<file path="config.mk">
export PLATFORM = sky130hd
export DESIGN_NAME = syn_fifo_reader
export DESIGN_NICKNAME = d
export VERILOG_FILES = /design/src/rtl/syn_fifo_reader_pkg.sv /design/src/rtl/syn_fifo_reader_obuf.sv /design/src/rtl/syn_fifo_reader.sv
export SDC_FILE = /design/constraint.sdc
export NUM_CORES = 1
export LEC_CHECK = 0
export BUFFER_PORTS_ARGS = -buffer_cell sky130_fd_sc_hd__buf_2
export CORE_MARGIN = 8
export CORE_UTILIZATION = 50
export DETAILED_ROUTE_END_ITERATION = 10
export GPL_ROUTABILITY_DRIVEN = 0
export PLACE_DENSITY = 0.74
export REMOVE_ABC_BUFFERS = 1
export SLEW_MARGIN = 25
export SYNTH_ARGS = -nofsm -noshare
export SYNTH_HDL_FRONTEND = slang
export SYNTH_SLANG_ARGS = --single-unit
</file>
<file path="constraint.sdc">
create_clock -name clk -period 6.58 [get_ports clk]
set_clock_uncertainty 0.15 [all_clocks]
set_input_delay 0.658 -clock clk [delete_from_list [all_inputs] [get_ports clk]]
set_output_delay 0.658 -clock clk [all_outputs]
set_load 0.05 [all_outputs]
</file>
<file path="src/rtl/syn_fifo_reader_pkg.sv">
// -----------------------------------------------------------------------------
// syn_fifo_reader_pkg
// Shared definitions for the FIFO read-side streamer:
//   state_e     - RUN / FLUSH state encoding of the reader FSM
//   OBUF_DEPTH  - number of words held by the output skid buffer
//   CNT_W       - width of the buffer occupancy count
//   OBUF_LIMIT  - OBUF_DEPTH expressed at the width of an issue level
//   STAT_W      - width of the optional statistics counters
//   issue_level - words the buffer will hold once the in-flight word lands
//                 and the current consumer pop retires
// -----------------------------------------------------------------------------
package syn_fifo_reader_pkg;

   typedef enum logic {
      ST_RUN   = 1'b0,
      ST_FLUSH = 1'b1
   } state_e;

   localparam int OBUF_DEPTH = 2;
   localparam int CNT_W      = $clog2(OBUF_DEPTH + 1);
   localparam int STAT_W     = 16;

   localparam logic [CNT_W:0] OBUF_LIMIT = OBUF_DEPTH[CNT_W:0];

   // One extra bit of headroom: cnt + inflight can momentarily reach 3
   // before the pop is subtracted.
   function automatic logic [CNT_W:0] issue_level(
      input logic [CNT_W-1:0] cnt,
      input logic             inflight,
      input logic             pop
   );
      return {1'b0, cnt} + {{CNT_W{1'b0}}, inflight} - {{CNT_W{1'b0}}, pop};
   endfunction

endpackage : syn_fifo_reader_pkg

</file>
<file path="src/rtl/syn_fifo_reader_obuf.sv">
// -----------------------------------------------------------------------------
// syn_fifo_reader_obuf
// Two-entry output skid buffer. The head entry is the word presented to the
// consumer; the tail entry absorbs the word that lands while the head is
// stalled.
// Ports:
//   clk, rst       - clock, asynchronous active-high reset
//   i_clear        - drop all held words (takes priority over push/pop)
//   i_push         - append i_push_data at the tail
//   i_push_data    - word to append
//   i_pop          - retire the head word (only while o_head_valid)
//   o_cnt          - number of words held (0..2)
//   o_head_data    - head word
//   o_head_valid   - head word is valid
// -----------------------------------------------------------------------------
module syn_fifo_reader_obuf
   import syn_fifo_reader_pkg::*;
#(
   parameter int DATA_W = 8
) (
   input  logic              clk,
   input  logic              rst,
   input  logic              i_clear,
   input  logic              i_push,
   input  logic [DATA_W-1:0] i_push_data,
   input  logic              i_pop,
   output logic [CNT_W-1:0]  o_cnt,
   output logic [DATA_W-1:0] o_head_data,
   output logic              o_head_valid
);

   logic [CNT_W-1:0]  r_cnt;
   logic [DATA_W-1:0] r_head;
   logic [DATA_W-1:0] r_tail;

   logic [CNT_W-1:0]  w_cnt_nxt;
   logic [DATA_W-1:0] w_head_nxt;
   logic [DATA_W-1:0] w_tail_nxt;

   always_comb begin
      w_cnt_nxt  = r_cnt;
      w_head_nxt = r_head;
      w_tail_nxt = r_tail;
      if (i_clear) begin
         w_cnt_nxt = '0;
      end else begin
         case ({i_push, i_pop})
            2'b10: begin
               if (r_cnt == '0) w_head_nxt = i_push_data;
               else             w_tail_nxt = i_push_data;
               w_cnt_nxt = r_cnt + CNT_W'(1);
            end
            2'b01: begin
               w_head_nxt = r_tail;
               w_cnt_nxt  = r_cnt - CNT_W'(1);
            end
            2'b11: begin
               // Occupancy unchanged: the head retires and the new word
               // appends behind whatever remains.
               if (r_cnt == CNT_W'(1)) begin
                  w_head_nxt = i_push_data;
               end else begin
                  w_head_nxt = r_tail;
                  w_tail_nxt = i_push_data;
               end
            end
            default: ;
         endcase
      end
   end

   always_ff @(posedge clk or posedge rst) begin
      if (rst) begin
         r_cnt  <= '0;
         r_head <= '0;
         r_tail <= '0;
      end else begin
         r_cnt  <= w_cnt_nxt;
         r_head <= w_head_nxt;
         r_tail <= w_tail_nxt;
      end
   end

   assign o_cnt        = r_cnt;
   assign o_head_data  = r_head;
   assign o_head_valid = (r_cnt != '0);

endmodule : syn_fifo_reader_obuf

</file>
<file path="src/rtl/syn_fifo_reader.sv">
// -----------------------------------------------------------------------------
// syn_fifo_reader
// Pops words from a synchronous FIFO (1-cycle read latency) and presents them
// on a valid/ready stream at up to one word per cycle. A flush pulse discards
// the buffered words and drains the FIFO until it is empty with nothing in
// flight.
// Optional build macro: SYN_FIFO_READER_STATS_EN adds transfer/stall counters.
// Ports:
//   clk, rst     - clock, asynchronous active-high reset
//   fifo_rd      - pop strobe to the FIFO (never asserted while fifo_empty)
//   fifo_data    - FIFO read data, valid the cycle after fifo_rd
//   fifo_empty   - FIFO empty flag
//   out_data     - stream data
//   out_valid    - stream data valid
//   out_ready    - consumer ready; transfer = out_valid && out_ready
//   flush        - single-cycle request to discard and drain
//   word_cnt     - (STATS_EN) stream transfers, wraps at 16 bits
//   stall_cnt    - (STATS_EN) cycles with out_valid && !out_ready
//   flush_busy   - drain in progress
// -----------------------------------------------------------------------------
module syn_fifo_reader
   import syn_fifo_reader_pkg::*;
#(
   parameter int DATA_W = 8
) (
   input  logic              clk,
   input  logic              rst,
   output logic              fifo_rd,
   input  logic [DATA_W-1:0] fifo_data,
   input  logic              fifo_empty,
   output logic [DATA_W-1:0] out_data,
   output logic              out_valid,
   input  logic              out_ready,
   input  logic              flush,
`ifdef SYN_FIFO_READER_STATS_EN
   output logic [STAT_W-1:0] word_cnt,
   output logic [STAT_W-1:0] stall_cnt,
`endif
   output logic              flush_busy
);

   state_e           r_state;
   state_e           w_state_nxt;
   logic             r_inflight;

   logic             w_pop;
   logic             w_push;
   logic             w_clear;
   logic [CNT_W-1:0] w_cnt;
   logic [CNT_W:0]   w_level;

   assign w_pop   = out_valid && out_ready;
   assign w_level = issue_level(w_cnt, r_inflight, w_pop);

   // The word requested last cycle is on fifo_data now.
   always_ff @(posedge clk or posedge rst) begin
      if (rst) begin
         r_state    <= ST_RUN;
         r_inflight <= 1'b0;
      end else begin
         r_state    <= w_state_nxt;
         r_inflight <= fifo_rd;
      end
   end

   always_comb begin
      w_state_nxt = r_state;
      fifo_rd     = 1'b0;
      w_push      = 1'b0;
      w_clear     = 1'b0;
      case (r_state)
         ST_RUN: begin
            // Issue only if the word will still fit after the landing word
            // and this cycle's pop are accounted for.
            fifo_rd = !fifo_empty && (w_level < OBUF_LIMIT);
            w_push  = r_inflight;
            if (flush) begin
               // A word landing this cycle is discarded with the buffer.
               w_clear     = 1'b1;
               w_push      = 1'b0;
               w_state_nxt = ST_FLUSH;
            end
         end
         ST_FLUSH: begin
            // Drain at full rate; landing words are dropped (no push).
            fifo_rd = !fifo_empty;
            if (fifo_empty && !r_inflight) w_state_nxt = ST_RUN;
         end
         default: w_state_nxt = ST_RUN;
      endcase
   end

   syn_fifo_reader_obuf #(
      .DATA_W (DATA_W)
   ) u_obuf (
      .clk          (clk),
      .rst          (rst),
      .i_clear      (w_clear),
      .i_push       (w_push),
      .i_push_data  (fifo_data),
      .i_pop        (w_pop),
      .o_cnt        (w_cnt),
      .o_head_data  (out_data),
      .o_head_valid (out_valid)
   );

   assign flush_busy = (r_state == ST_FLUSH);

`ifdef SYN_FIFO_READER_STATS_EN
   logic [STAT_W-1:0] r_word_cnt;
   logic [STAT_W-1:0] r_stall_cnt;

   // Free-running wrap; flush leaves the counters untouched.
   always_ff @(posedge clk or posedge rst) begin
      if (rst) begin
         r_word_cnt  <= '0;
         r_stall_cnt <= '0;
      end else begin
         if (w_pop)                   r_word_cnt  <= r_word_cnt + STAT_W'(1);
         if (out_valid && !out_ready) r_stall_cnt <= r_stall_cnt + STAT_W'(1);
      end
   end

   assign word_cnt  = r_word_cnt;
   assign stall_cnt = r_stall_cnt;
`else
   // Statistics counters are not built.
`endif

endmodule : syn_fifo_reader

</file>
==> metrics.cfg <==
[status]
outcome=complete, no violations

[power]
p_per_area_nw_per_um2=532
p_leak_nw=0.660
vdd_ir_drop_max_v=0.000363

[cts]
cts.sinks=20
cts_max_level=1
clk_pin_slew_worst_paths_ns=0.12
numCtsBuffers=3
cts_root_buffer=clkbuf_4
cts.repair.resized=0
cts_hold_buffers=0
cts_tree=done
worstSkewPairLatency_ns=0.30
post_cts_buffers=0
clk_path_buf_depth=2

[route]
wl_met2_mm=1.17
routed_wl_mm=2.49
via_count=896
drt-initial-drc-count=18
wl_per_cell_um=14.9
highest_layer=met4
ant_nets=0
met1_length_mm=1.20
route.met3.wl_um=106
vias_per_cell=5.37
drt_pass1_iterations=4
drc=0

[placement]
placed_cell_area_um2=1340
place_ws_ns=3.42
hpwl_mm=1.84
placed_cells=163
port_buffers=23

[job]
maxCapViolations=0

[sta]
fmax_mhz=285
finalWorstPathRequiredPeriod_ns=3.51
drv_slew=0
tightestPinTransition_ns=0.768
tns_ns=0
rsz0062_at_grt=no
maxSlewHeadroom_pct=48.8
hold_viol=0
finalCritPeriodShare_pct=53.4
finalSetupViolations=0
fin_hold_ws_ns=0.322
setup_slack_ns=3.07

[synthesis]
synth_top_cell_area_share_pct=40.8
synth_compound_area_share_pct=19.5
yosysWarnings=0
ys_types=27
synth_xor_area_share_pct=2.14
synth_cells=116
netlist_area_um2=1230
yosys-top-cells-area=dfrtp_1, mux2_4, o211ai_2, o21ai_1, mux2i_1
synth_fa_ha_area_share_pct=5.71
synth-seq-cells=20
synth_top_cell_by_area=dfrtp_1
syn_area_per_cell_um2=10.6
synth-simple-area-share_pct=9.99
synth.yosys.seq_area_share_pct=40.8
synth_mux_area_share_pct=16.3
synth_top_family_by_area=compound AO/OA/AOI/OAI gates

[setup_path]
worstSetupStartpoint=u_obuf.o_cnt[1]
cp_slowest_stage_delay_ns=0.44
slowest_stage=dfrtp_1
start_kind=flip-flop
cp.required_ns=5.77
r2r_start=r_inflight
cp-end-kind=output pin
crit_fanout=18
crit_buf_inv=3
cp_top_family=adder cells
path_cells=inv_1 > ha_1 > nand2b_1 > inv_2 > nor2_1 > o21ai_1 > fa_1 > xnor2_1 > a21oi_1 > nor2_1 > buf_2
cpMostUsedCell=nor2_1
path_class=flip-flop to output pin
cp.arrival_ns=2.70

[global_routing]
grt_pass1_vias=959
grt_pass1_wl_mm=4.32
antenna_found_initial=0
gr-total-overflow=0
grt.total_usage_pct=12.6
grt_max_degree=21

[floorplan]
die_h_um=65.5
die-width_um=65.5
core.rowCount=18
initial_core_util_pct=50.9
num_io_pins=24
core_um2=2410
die_area_um2=4300

[layout]
finalNetCount=156
syn2layout_area_growth_pct=11.9
stdcell_area_um2=1370
final_cells=167
final_common_cell=buf_2
final_cell_mix=buf_2, dfrtp_1, o21ai_1
drive_gt1_share_pct=33.6
antenna_cells=0

[worst_hold_path]
worstHoldPathType=input port to async pin

==> flip-flops by register name (all words and copies together) (netlist names) <==
| register | flops |
|---|---|
| r_inflight | 1 |
| flush_busy | 1 |
| u_obuf.r_tail | 8 |
| u_obuf.o_cnt | 2 |
| u_obuf.o_head_data | 8 |
==> per-stage QoR <==
stage / util [%] / power, mW
CTS: 57.0 / 0.736
finish: 57.0 / 0.730
floorplan: - / 0.571
global route: 57.0 / 0.784
global placement: 55.5 / 0.646
detailed placement: 55.5 / 0.662
==> layer usage <==
layer,vias to the layer above,GRT usage (%)
met3,2,2.89
met1,429,15.7
met5,-,0
met4,0,5.18
li1,447,-
met2,18,20.5
==> final cells by class <==
class / instances / area [um2]
fillers: 203 / 1040
well taps: 30 / 37.5
flip-flops and latches: 20 / 500
inverters: 7 / 26.3
clock buffers: 4 / 36.3
multi-input cells: 83 / 658
repair buffers: 23 / 115
==> cells in the mapped netlist <==
master	n
a31oi_1	2
xnor2_1	1
nor2_1	7
a31oi_4	1
dfrtp_1	20
and2b_1	1
a21oi_1	1
o21ai_1	17
a21o_1	1
o211ai_2	8
buf_6	2
a211oi_1	1
buf_2	1
nand2_1	16
ha_1	4
buf_4	1
mux2i_1	8
or3b_1	1
mux2_4	8
clkbuf_1	2
inv_1	5
fa_1	1
nand2b_1	1
or3_1	1
inv_2	2
nand3b_1	1
xor2_1	2
==> kinds of logic (layout without fill, tap and decap cells) <==
logic type,Yosys count,in the layout
flip-flops,20,20
multiplexers,16,16
buffers and inverters,13,34
adder cells (fa/ha/maj),5,5
XOR/XNOR,3,3
AO/OA/AOI/OAI,31,31
AND/OR/NAND/NOR,28,28
==> final timing paths <==
path                            slack (ns)               endpoint  cells past startpoint
worst max-delay path                  3.07                fifo_rd                     11
worst min-delay path                  0.32       u_obuf.r_tail[2]                      2
worst max register to register        3.93       u_obuf.r_tail[3]                      6
worst min register to register        0.34  u_obuf.o_head_data[7]                      2
max in group asynchronous             5.48             flush_busy                      2
min in group clk                      0.34  u_obuf.o_head_data[7]                      2
==> where the power goes <==
group          switching (mW)  internal [mW]
clock                  0.0399         0.0337
sequential             0.0474          0.182
combinational           0.272          0.156
Power figures use the tool's default switching activity.
